## src/rtl/cache_stats_pkg.sv

```systemverilog
// Shared types for the cache statistics engine: event kinds and FSM states.
package cache_stats_pkg;

  localparam int NUM_KINDS = 4;

  typedef enum logic [1:0] {
    KIND_HIT,
    KIND_MISS,
    KIND_READ,
    KIND_WRITE
  } stat_kind_e;

  typedef enum logic {
    ST_IDLE,
    ST_STREAM
  } stats_state_e;

endpackage

```

## src/rtl/stats_sat_counter.sv

```systemverilog
// Saturating event counter with a sticky flag that sets once the count is pinned at max.
module stats_sat_counter
  import cache_stats_pkg::*;
#(
  parameter int CNT_WIDTH = 32
) (
  input  logic                 clk,
  input  logic                 rst_n,
  input  logic                 inc,
  input  logic                 clr_load,
  output logic [CNT_WIDTH-1:0] count,
  output logic                 sat
);

  localparam logic [CNT_WIDTH-1:0] CNT_MAX = '1;

  // clr_load restarts from zero but still keeps the event of the same cycle
  always_ff @(posedge clk or negedge rst_n) begin
    if (!rst_n) begin
      count <= '0;
      sat   <= 1'b0;
    end else if (clr_load) begin
      count <= CNT_WIDTH'(inc);
      sat   <= 1'b0;
    end else if (inc && (count != CNT_MAX)) begin
      count <= count + 1'b1;
      if (count == CNT_MAX - 1'b1) sat <= 1'b1;
    end
  end

endmodule

```

## src/rtl/cache_stats_counter.sv

```systemverilog
// Per-channel hit/miss/read/write counters with a snapshot bank streamed over valid/ready.
// Optional aggregate words after the per-channel words: define CACHE_STATS_TOTALS_EN.
//
// state     | meaning
// ST_IDLE   | counting; snap_req captures live counters into the shadow bank
// ST_STREAM | shadow bank words presented on rd_*, snap_req is dropped
module cache_stats_counter
  import cache_stats_pkg::*;
#(
  parameter  int NUM_CHANNELS = 4,
  parameter  int CNT_WIDTH    = 32,
  localparam int CH_W         = (NUM_CHANNELS > 1) ? $clog2(NUM_CHANNELS) : 1
) (
  input  logic                          clk,
  input  logic                          rst_n,
  input  logic [NUM_CHANNELS-1:0]       ev_hit,
  input  logic [NUM_CHANNELS-1:0]       ev_miss,
  input  logic [NUM_CHANNELS-1:0]       ev_read,
  input  logic [NUM_CHANNELS-1:0]       ev_write,
  input  logic                          snap_req,
  input  logic                          snap_clear,
  output logic                          snap_ack,
  output logic                          snap_drop,
  output logic                          busy,
  output logic                          rd_valid,
  input  logic                          rd_ready,
  output logic [CNT_WIDTH-1:0]          rd_data,
  output logic [CH_W-1:0]               rd_chan,
  output logic [1:0]                    rd_kind,
  output logic                          rd_last,
  output logic [NUM_CHANNELS*4-1:0]     sat_flags
`ifdef CACHE_STATS_TOTALS_EN
  ,
  output logic                          totals_word
`endif
);

  localparam int NUM_CNT = NUM_CHANNELS * NUM_KINDS;
`ifdef CACHE_STATS_TOTALS_EN
  localparam int NUM_WORDS = NUM_CNT + NUM_KINDS;
`else
  localparam int NUM_WORDS = NUM_CNT;
`endif
  localparam int PTR_W     = $clog2(NUM_WORDS);
  localparam int CNT_IDX_W = $clog2(NUM_CNT);

  stats_state_e           state_q, state_d;
  logic                   capture, accept, drop, last_word;
  logic [NUM_CNT-1:0]     ev_bus;
  logic [CNT_WIDTH-1:0]   live   [NUM_CNT];
  logic [CNT_WIDTH-1:0]   shadow [NUM_CNT];
  logic [PTR_W-1:0]       ptr, ptr_nxt;
  logic [CNT_WIDTH-1:0]   nxt_data;
  logic [CH_W-1:0]        nxt_chan;
  stat_kind_e             nxt_kind;

  for (genvar c = 0; c < NUM_CHANNELS; c++) begin : g_ev
    assign ev_bus[c*NUM_KINDS + 0] = ev_hit[c];
    assign ev_bus[c*NUM_KINDS + 1] = ev_miss[c];
    assign ev_bus[c*NUM_KINDS + 2] = ev_read[c];
    assign ev_bus[c*NUM_KINDS + 3] = ev_write[c];
  end

  for (genvar i = 0; i < NUM_CNT; i++) begin : g_cnt
    stats_sat_counter #(.CNT_WIDTH(CNT_WIDTH)) u_cnt (
      .clk      (clk),
      .rst_n    (rst_n),
      .inc      (ev_bus[i]),
      .clr_load (capture && snap_clear),
      .count    (live[i]),
      .sat      (sat_flags[i])
    );
  end

  always_ff @(posedge clk or negedge rst_n) begin
    if (!rst_n) state_q <= ST_IDLE;
    else        state_q <= state_d;
  end

  always_comb begin
    state_d = state_q;
    case (state_q)
      ST_IDLE:   if (snap_req) state_d = ST_STREAM;
      ST_STREAM: if (rd_ready && last_word) state_d = ST_IDLE;
      default:   state_d = ST_IDLE;
    endcase
  end

  always_comb begin
    busy     = (state_q == ST_STREAM);
    rd_valid = busy;
    capture  = (state_q == ST_IDLE) && snap_req;
    accept   = busy && rd_ready;
    drop     = busy && snap_req;
  end

  always_ff @(posedge clk or negedge rst_n) begin
    if (!rst_n) begin
      snap_ack  <= 1'b0;
      snap_drop <= 1'b0;
    end else begin
      snap_ack  <= capture;
      snap_drop <= drop;
    end
  end

  always_ff @(posedge clk or negedge rst_n) begin
    if (!rst_n) begin
      for (int i = 0; i < NUM_CNT; i++) shadow[i] <= '0;
    end else if (capture) begin
      for (int i = 0; i < NUM_CNT; i++) shadow[i] <= live[i];
    end
  end

`ifdef CACHE_STATS_TOTALS_EN
  localparam int SUM_W = CNT_WIDTH + CH_W;
  logic [SUM_W-1:0]     tot_sum [NUM_KINDS];
  logic [CNT_WIDTH-1:0] tot_sat [NUM_KINDS];
  logic                 nxt_tot;

  always_comb begin
    for (int k = 0; k < NUM_KINDS; k++) begin
      tot_sum[k] = '0;
      for (int c = 0; c < NUM_CHANNELS; c++)
        tot_sum[k] = tot_sum[k] + SUM_W'(shadow[c*NUM_KINDS + k]);
      tot_sat[k] = (|tot_sum[k][SUM_W-1:CNT_WIDTH]) ? '1 : tot_sum[k][CNT_WIDTH-1:0];
    end
  end
`endif

  assign ptr_nxt   = ptr + 1'b1;
  assign last_word = (ptr == PTR_W'(NUM_WORDS - 1));

  always_comb begin
    nxt_kind = stat_kind_e'(ptr_nxt[1:0]);
    nxt_chan = '0;
    nxt_data = '0;
`ifdef CACHE_STATS_TOTALS_EN
    nxt_tot  = 1'b0;
    if (int'(ptr_nxt) >= NUM_CNT) begin
      nxt_tot  = 1'b1;
      nxt_data = tot_sat[ptr_nxt[1:0]];
    end else
`endif
    begin
      nxt_chan = CH_W'(ptr_nxt >> 2);
      nxt_data = shadow[ptr_nxt[CNT_IDX_W-1:0]];
    end
  end

  // word 0 is loaded from the live counters on the capture edge, in step with the shadow bank
  always_ff @(posedge clk or negedge rst_n) begin
    if (!rst_n) begin
      ptr     <= '0;
      rd_data <= '0;
      rd_chan <= '0;
      rd_kind <= KIND_HIT;
      rd_last <= 1'b0;
`ifdef CACHE_STATS_TOTALS_EN
      totals_word <= 1'b0;
`endif
    end else if (capture) begin
      ptr     <= '0;
      rd_data <= live[0];
      rd_chan <= '0;
      rd_kind <= KIND_HIT;
      rd_last <= 1'b0;
`ifdef CACHE_STATS_TOTALS_EN
      totals_word <= 1'b0;
`endif
    end else if (accept) begin
      if (last_word) begin
        rd_last <= 1'b0;
      end else begin
        ptr     <= ptr_nxt;
        rd_data <= nxt_data;
        rd_chan <= nxt_chan;
        rd_kind <= nxt_kind;
        rd_last <= (ptr_nxt == PTR_W'(NUM_WORDS - 1));
`ifdef CACHE_STATS_TOTALS_EN
        totals_word <= nxt_tot;
`endif
      end
    end
  end

endmodule

```

## config.mk

```make
export PLATFORM = sky130hd
export DESIGN_NAME = cache_stats_counter
export DESIGN_NICKNAME = d
export VERILOG_FILES = /design/src/rtl/cache_stats_pkg.sv /design/src/rtl/stats_sat_counter.sv /design/src/rtl/cache_stats_counter.sv
export SDC_FILE = /design/constraint.sdc
export NUM_CORES = 2
export LEC_CHECK = 0
export CAP_MARGIN = 20
export CORE_MARGIN = 2
export CORE_UTILIZATION = 57
export CTS_BUF_LIST = sky130_fd_sc_hd__clkbuf_4 sky130_fd_sc_hd__clkbuf_8 sky130_fd_sc_hd__clkbuf_16
export DETAILED_ROUTE_END_ITERATION = 10
export HOLD_SLACK_MARGIN = 0.03
export PLACE_DENSITY_LB_ADDON = 0.05
export SYNTH_ARGS = -nofsm -noshare
export SYNTH_HDL_FRONTEND = slang
export SYNTH_SLANG_ARGS = --single-unit
export TNS_END_PERCENT = 10
```

## constraint.sdc

```tcl
create_clock -name clk -period 3.6 [get_ports clk]
set_input_delay 0.36 -clock clk [delete_from_list [all_inputs] [get_ports clk]]
set_output_delay 0.36 -clock clk [all_outputs]
set_load 0.005 [all_outputs]
```

# After elaboration in Yosys (flattened, before gate mapping)
# Index checks and enable logic that the tools add are counted.
[word_totals]
elab_cells = 283
reg_bits = 1084
in_bits = 21
out_inout_bits = 57
[op_classes]
reduce_logical = 71
bitwise_logic = 2
n_addsub = 17
magnitude_cmp = 1
eq_ne = 35
muxes = 101
[ops]
columns = ["op", "n"]
rows = [
  ["$mux 32", 37],
  ["$add 32x1->32 const B", 16],
  ["$eq 32x32->1 const B", 16],
  ["$ne 32x32->1 const B", 16],
  ["$bmux 32 s4", 1],
  ["$reduce_bool 2->1", 33],
  ["$mux 1", 53],
  ["$reduce_and 2->1", 17],
  ["$logic_and 1x1->1", 21],
  ["$mux 2", 6],
  ["$mux 4", 3],
  ["$eq 4x4->1 const B", 2],
  ["$ge 5x5->1 const B", 1],
  ["$not 4->5", 1],
  ["$add 4x1->4 const B", 1],
  ["$ne 2x2->1 const B", 1],
  ["$pmux 1 s2", 1],
  ["$not 1->1", 1],
]

# Longest topological paths before layout
[depth]
depth_word = 8
depth_mapped = 12
depth_no_buf = 6

# Modules after synthesis
# A second synthesis with hierarchy kept.
[hier_totals]
cells_unflattened = 6051
area_unflattened_um2 = 55007.8
[by_module_without_submodules]
columns = ["module", "seq_area_each_um2", "cells_each", "instances", "area_per_inst_um2"]
rows = [
  ["stats_sat_counter at g_cnt[0].u_cnt ...", 825.8, 213, 15, 1904.3],
  ["cache_stats_counter", 13813.2, 2663, 1, 24613.6],
  ["stats_sat_counter at g_cnt[9].u_cnt", 825.8, 193, 1, 1829.3],
]

# Least setup slack after synthesis
# OpenSTA, ideal clock, no wires.
[synth_path]
path_type = "register to register"
from = "register, netlist name rd_kind[0]"
to = "register rd_data[26]"
setup_slack_ps = 112
period_less_slack_ps = 3488
setup_ps = 138
arrival_time_ps = 3350
stages_incl_launch_ff = 13
n_path_buf = 6
required_ps = 3462
cell_sequence = "dfrtp_1 > clkbuf_1 > buf_2 > buf_2 > buf_2 > inv_1 > ha_1 > clkbuf_1 > clkbuf_1 > mux4_2 > mux2_2 > a222oi_1 > o21ai_0"
[synth_rtl]
columns = ["element", "line_no", "text"]
rows = [
  ["end signal: assignment", "cache_stats_counter.sv:164", "rd_data <= live[0];"],
  ["end signal: assignment", "cache_stats_counter.sv:176", "rd_data <= nxt_data;"],
  ["end: declaration", "cache_stats_counter.sv:27", "output logic [CNT_WIDTH-1:0] rd_data,"],
]

# Final worst setup path
[layout_path]
from = "register g_cnt[6].u_cnt.count[1]"
to = "register g_cnt[6].u_cnt.count[7]"
[layout_between]
elab_chain_len = 3
elab_cells_between_ends = 6
classes_between = "add/sub (1); eq/ne (1); mux (2); reduce/logical (2)"
[layout_lines]
columns = ["element", "line_no", "text"]
rows = [
  ["start: declaration", "stats_sat_counter.sv:11", "output logic [CNT_WIDTH-1:0] count,"],
  ["start signal: assignment", "stats_sat_counter.sv:23", "count <= CNT_WIDTH'(inc);"],
  ["start signal: assignment", "stats_sat_counter.sv:26", "count <= count + 1'b1;"],
  ["$add 32x1->32 / $ne 32x32->1 (equally long branches)", "stats_sat_counter.sv:26, stats_sat_counter.sv:25", ""],
  ["$mux 32 / $logic_and 1x1->1 (equally long branches)", "stats_sat_counter.sv:25", "end else if (inc && (count != CNT_MAX)) begin"],
  ["$mux 32 / $reduce_bool 2->1 (equally long branches)", "-", ""],
]
# Several ways; a longest one is shown, not always the timed one. The select of a mux whose other input is x is not followed.
# A chain may end at the register's enable or synchronous reset.

==> run metrics <==
vias in the first global route=41700; dpl cells=just under 7000; Slowest-stage cell, CP=nor4_1; DRC=0; min Tclk post-route=2770 ps; outcome=completed; CTS max path bufs=3; DRT Wirelength=163000 um; Num CTS Buffers=115; Static Leak=0.0272 uW; Ys Warns=0; Crit path arrival time=~3400 ps; #FFs+latches synth=1080; starting density of the core=between 50% and 60%; DR WL/cell=23.1 um; Max rail drop VDD=a little under 0.6 mV; Initial DRC Count=5419; most frequent cells in the layout=nand2_1, dfrtp_1, a21oi_1; Area contributors post-synth=dfrtp_1, nand2_1, mux4_2; number of distinct library cells after synthesis=73; Final Cycle Share=77.0%; die area=97000 um^2; routability cong.=between 0.9 and 1; final core utilization=64.3%; Area Growth Syn to Fin=11.5%; final std cells w/o fill=7089; Max Freq=361 MHz; DIE HEIGHT=312 um; Worst slew margin=26.2%; fraction of registers with async set/reset=100%; top_reg_cell synth=dfrtp_1; Worst Skew=about 21 ps; largest net degree at the start of global routing=between 150 and 200; Hold Crit Class=input port to async pin; Synth Instances=5806; syn_area_per_cell=between 9 and 10 um^2; setup TNS=0 ps; final setup violation count=0; power per cell area=between 500 and 600 nW/um^2; first-pass GRT wire length=255000 um; sequential element share of the synthesized area=between 50% and 60%; core area=~93000 um^2; DP Wirelength=116000 um; clk root buf=clkbuf_16; Final nets=5795; Mapped Area=between 50000 and 60000 um^2; post-cts resize count=0; clock latency at the later pin of the worst-skew pair=710 ps; leading cell type in the layout, fill and taps excluded=nand2_1; Worst EP required=4170 ps; Worst Path Buf+Inv=1; number of port buffers=77; Worst-path clk slew=60 ps; startpoint class of the critical path=register; RSZ-0062 raised after global routing=no; H-tree Lvls=3; Via-to-Cell Ratio=about 6.4; Final Hold Fails=0; CP peak stage delay=around 750 ps; measured slew at the worst slew-check pin=1100 ps; total track usage=33.6%; CTS tree=built; antenna diode count=0; crit path max fanout=15; Final ANT Viol Nets=0; GRT Residual Overflow=0; First-pass DRT Iterations=8; max_cap viols=0; area fraction of the dominant cell type after synthesis=50.1%; Setup crit end kind=register; DIE WIDTH=312 um; Worst path top cell family by delay=simple AND/OR/NAND/NOR gates; share of layout cells above drive strength 1=9.32%; largest area contributor in the netlist=dfrtp_1; layout filler cell count=around 8000; Clock Sinks=between 1000 and 1500; I/O pin cnt=78; initial antenna violation count=10; CP Class=register to register; worst path cell trace=ha_1 -> and4_1 -> nand3_1 -> nor4_1 -> buf_4 -> or3_1 -> a21oi_1; Place WS=870 ps; vias after detailed routing=approximately 46000; fin worst setup slack=827 ps; fin. max-slew vios=0; EDFF count, synth=0; Syn Nets=~5900; # rows=112
## worst paths after layout
| check | end | cells past startpoint | start | slack (ps) |
|---|---|---|---|---|
| min reg2reg | shadow[506] | 2 | shadow[506] | 470 |
| max reg2reg | g_cnt[6].u_cnt.count[7] | 7 | g_cnt[6].u_cnt.count[1] | 830 |
| max | g_cnt[6].u_cnt.count[7] | 7 | g_cnt[6].u_cnt.count[1] | 830 |
| min in group clk | rd_chan[0] | 3 | rd_ready | 330 |
| max in group asynchronous | g_cnt[5].u_cnt.count[3] | 3 | rst_n | 2280 |
| min | g_cnt[10].u_cnt.sat | 2 | rst_n | 210 |
## registers in the layout, summed over array words and instances (netlist names), 2 cells and up
| signal | count |
|---|---|
| g_cnt.u_cnt.sat | 16 |
| rd_data | 32 |
| g_cnt.u_cnt.count | 512 |
| rd_chan | 2 |
| shadow | 512 |
## where the power goes
| part | switching [uW] | total, uW | internal (uW) |
|---|---|---|---|
| Clock | 5030 | 12700 | 7680 |
| Combinational | 2970 | 5180 | 2210 |
| Sequential | 1400 | 14500 | 13100 |
| Total | 9400 | 32400 | 23000 |
## metal layers
| layer | global-route usage [%] | vias to the layer above | wire, um |
|---|---|---|---|
| met1 | 52.5 | 23000 | 72900 |
| met3 | 4.90 | 235 | 13700 |
| met5 | 0 | - | 54 |
| met4 | 10.2 | 8 | 4770 |
| li1 | - | 20600 | - |
| met2 | 48.6 | 1820 | 72100 |
## logic make-up after synthesis
group / Yosys count / share of synthesized area, %
and+or+nand+nor: 2965 / 25.7
DFF: 1080 / 50.1
AOI/OAI and AO/OA: 942 / 10.9
buffers and inverters: 449 / 3.35
muxes: 232 / 7.38
xor gates and xnor gates: 104 / 1.69
adders and majority gates: 34 / 0.789
## cell type report
type,instances,area (um^2),area share (%)
sequential,1080,27000,45.0
inverter,90,345,0.575
clock buffer,178,3620,6.03
timing repair buffer,176,1900,3.16
clock inverter,34,472,0.785
tap,1254,1570,2.61
multi-input combinational,4277,25200,41.9
## per-stage QoR
stage / total power, uW / instance area (um^2) / hold WS (ps)
6_report: 32400 / 60100 / 206
5_1_grt: 33600 / 60100 / 259
4_1_cts: 32500 / 60100 / 239
3_5_place_dp: 19800 / 56000 / 390
3_3_place_gp: 19700 / 56000 / 387
2_1_floorplan: 17500 / 53900 / 64.4
## what timing repair did
action | in CTS | in global routing
hold endpoints to repair | 37 | 0
setup buffers | 0 | 0
hold buffers | 1 | 0
## synth_stat cells (all sizes together), types with 22 or more instances
cell    count
and3       70
mux2       32
a211oi     26
clkbuf    289
mux2i      71
nand2b     45
nand4     159
xor2       31
inv        90
dfrtp    1080
nand3     206
a31oi      34
a31o       22
xnor2      73
nor4       85
and2       25
a222oi     31
nor2      213
o21ai     278
a21oi     287
buf        70
or4       124
nor3       51
and4       60
o31ai     103
ha         34
o211ai     39
nand2    1713
or3       164
mux4      129
(Power assumes the default switching activity.)
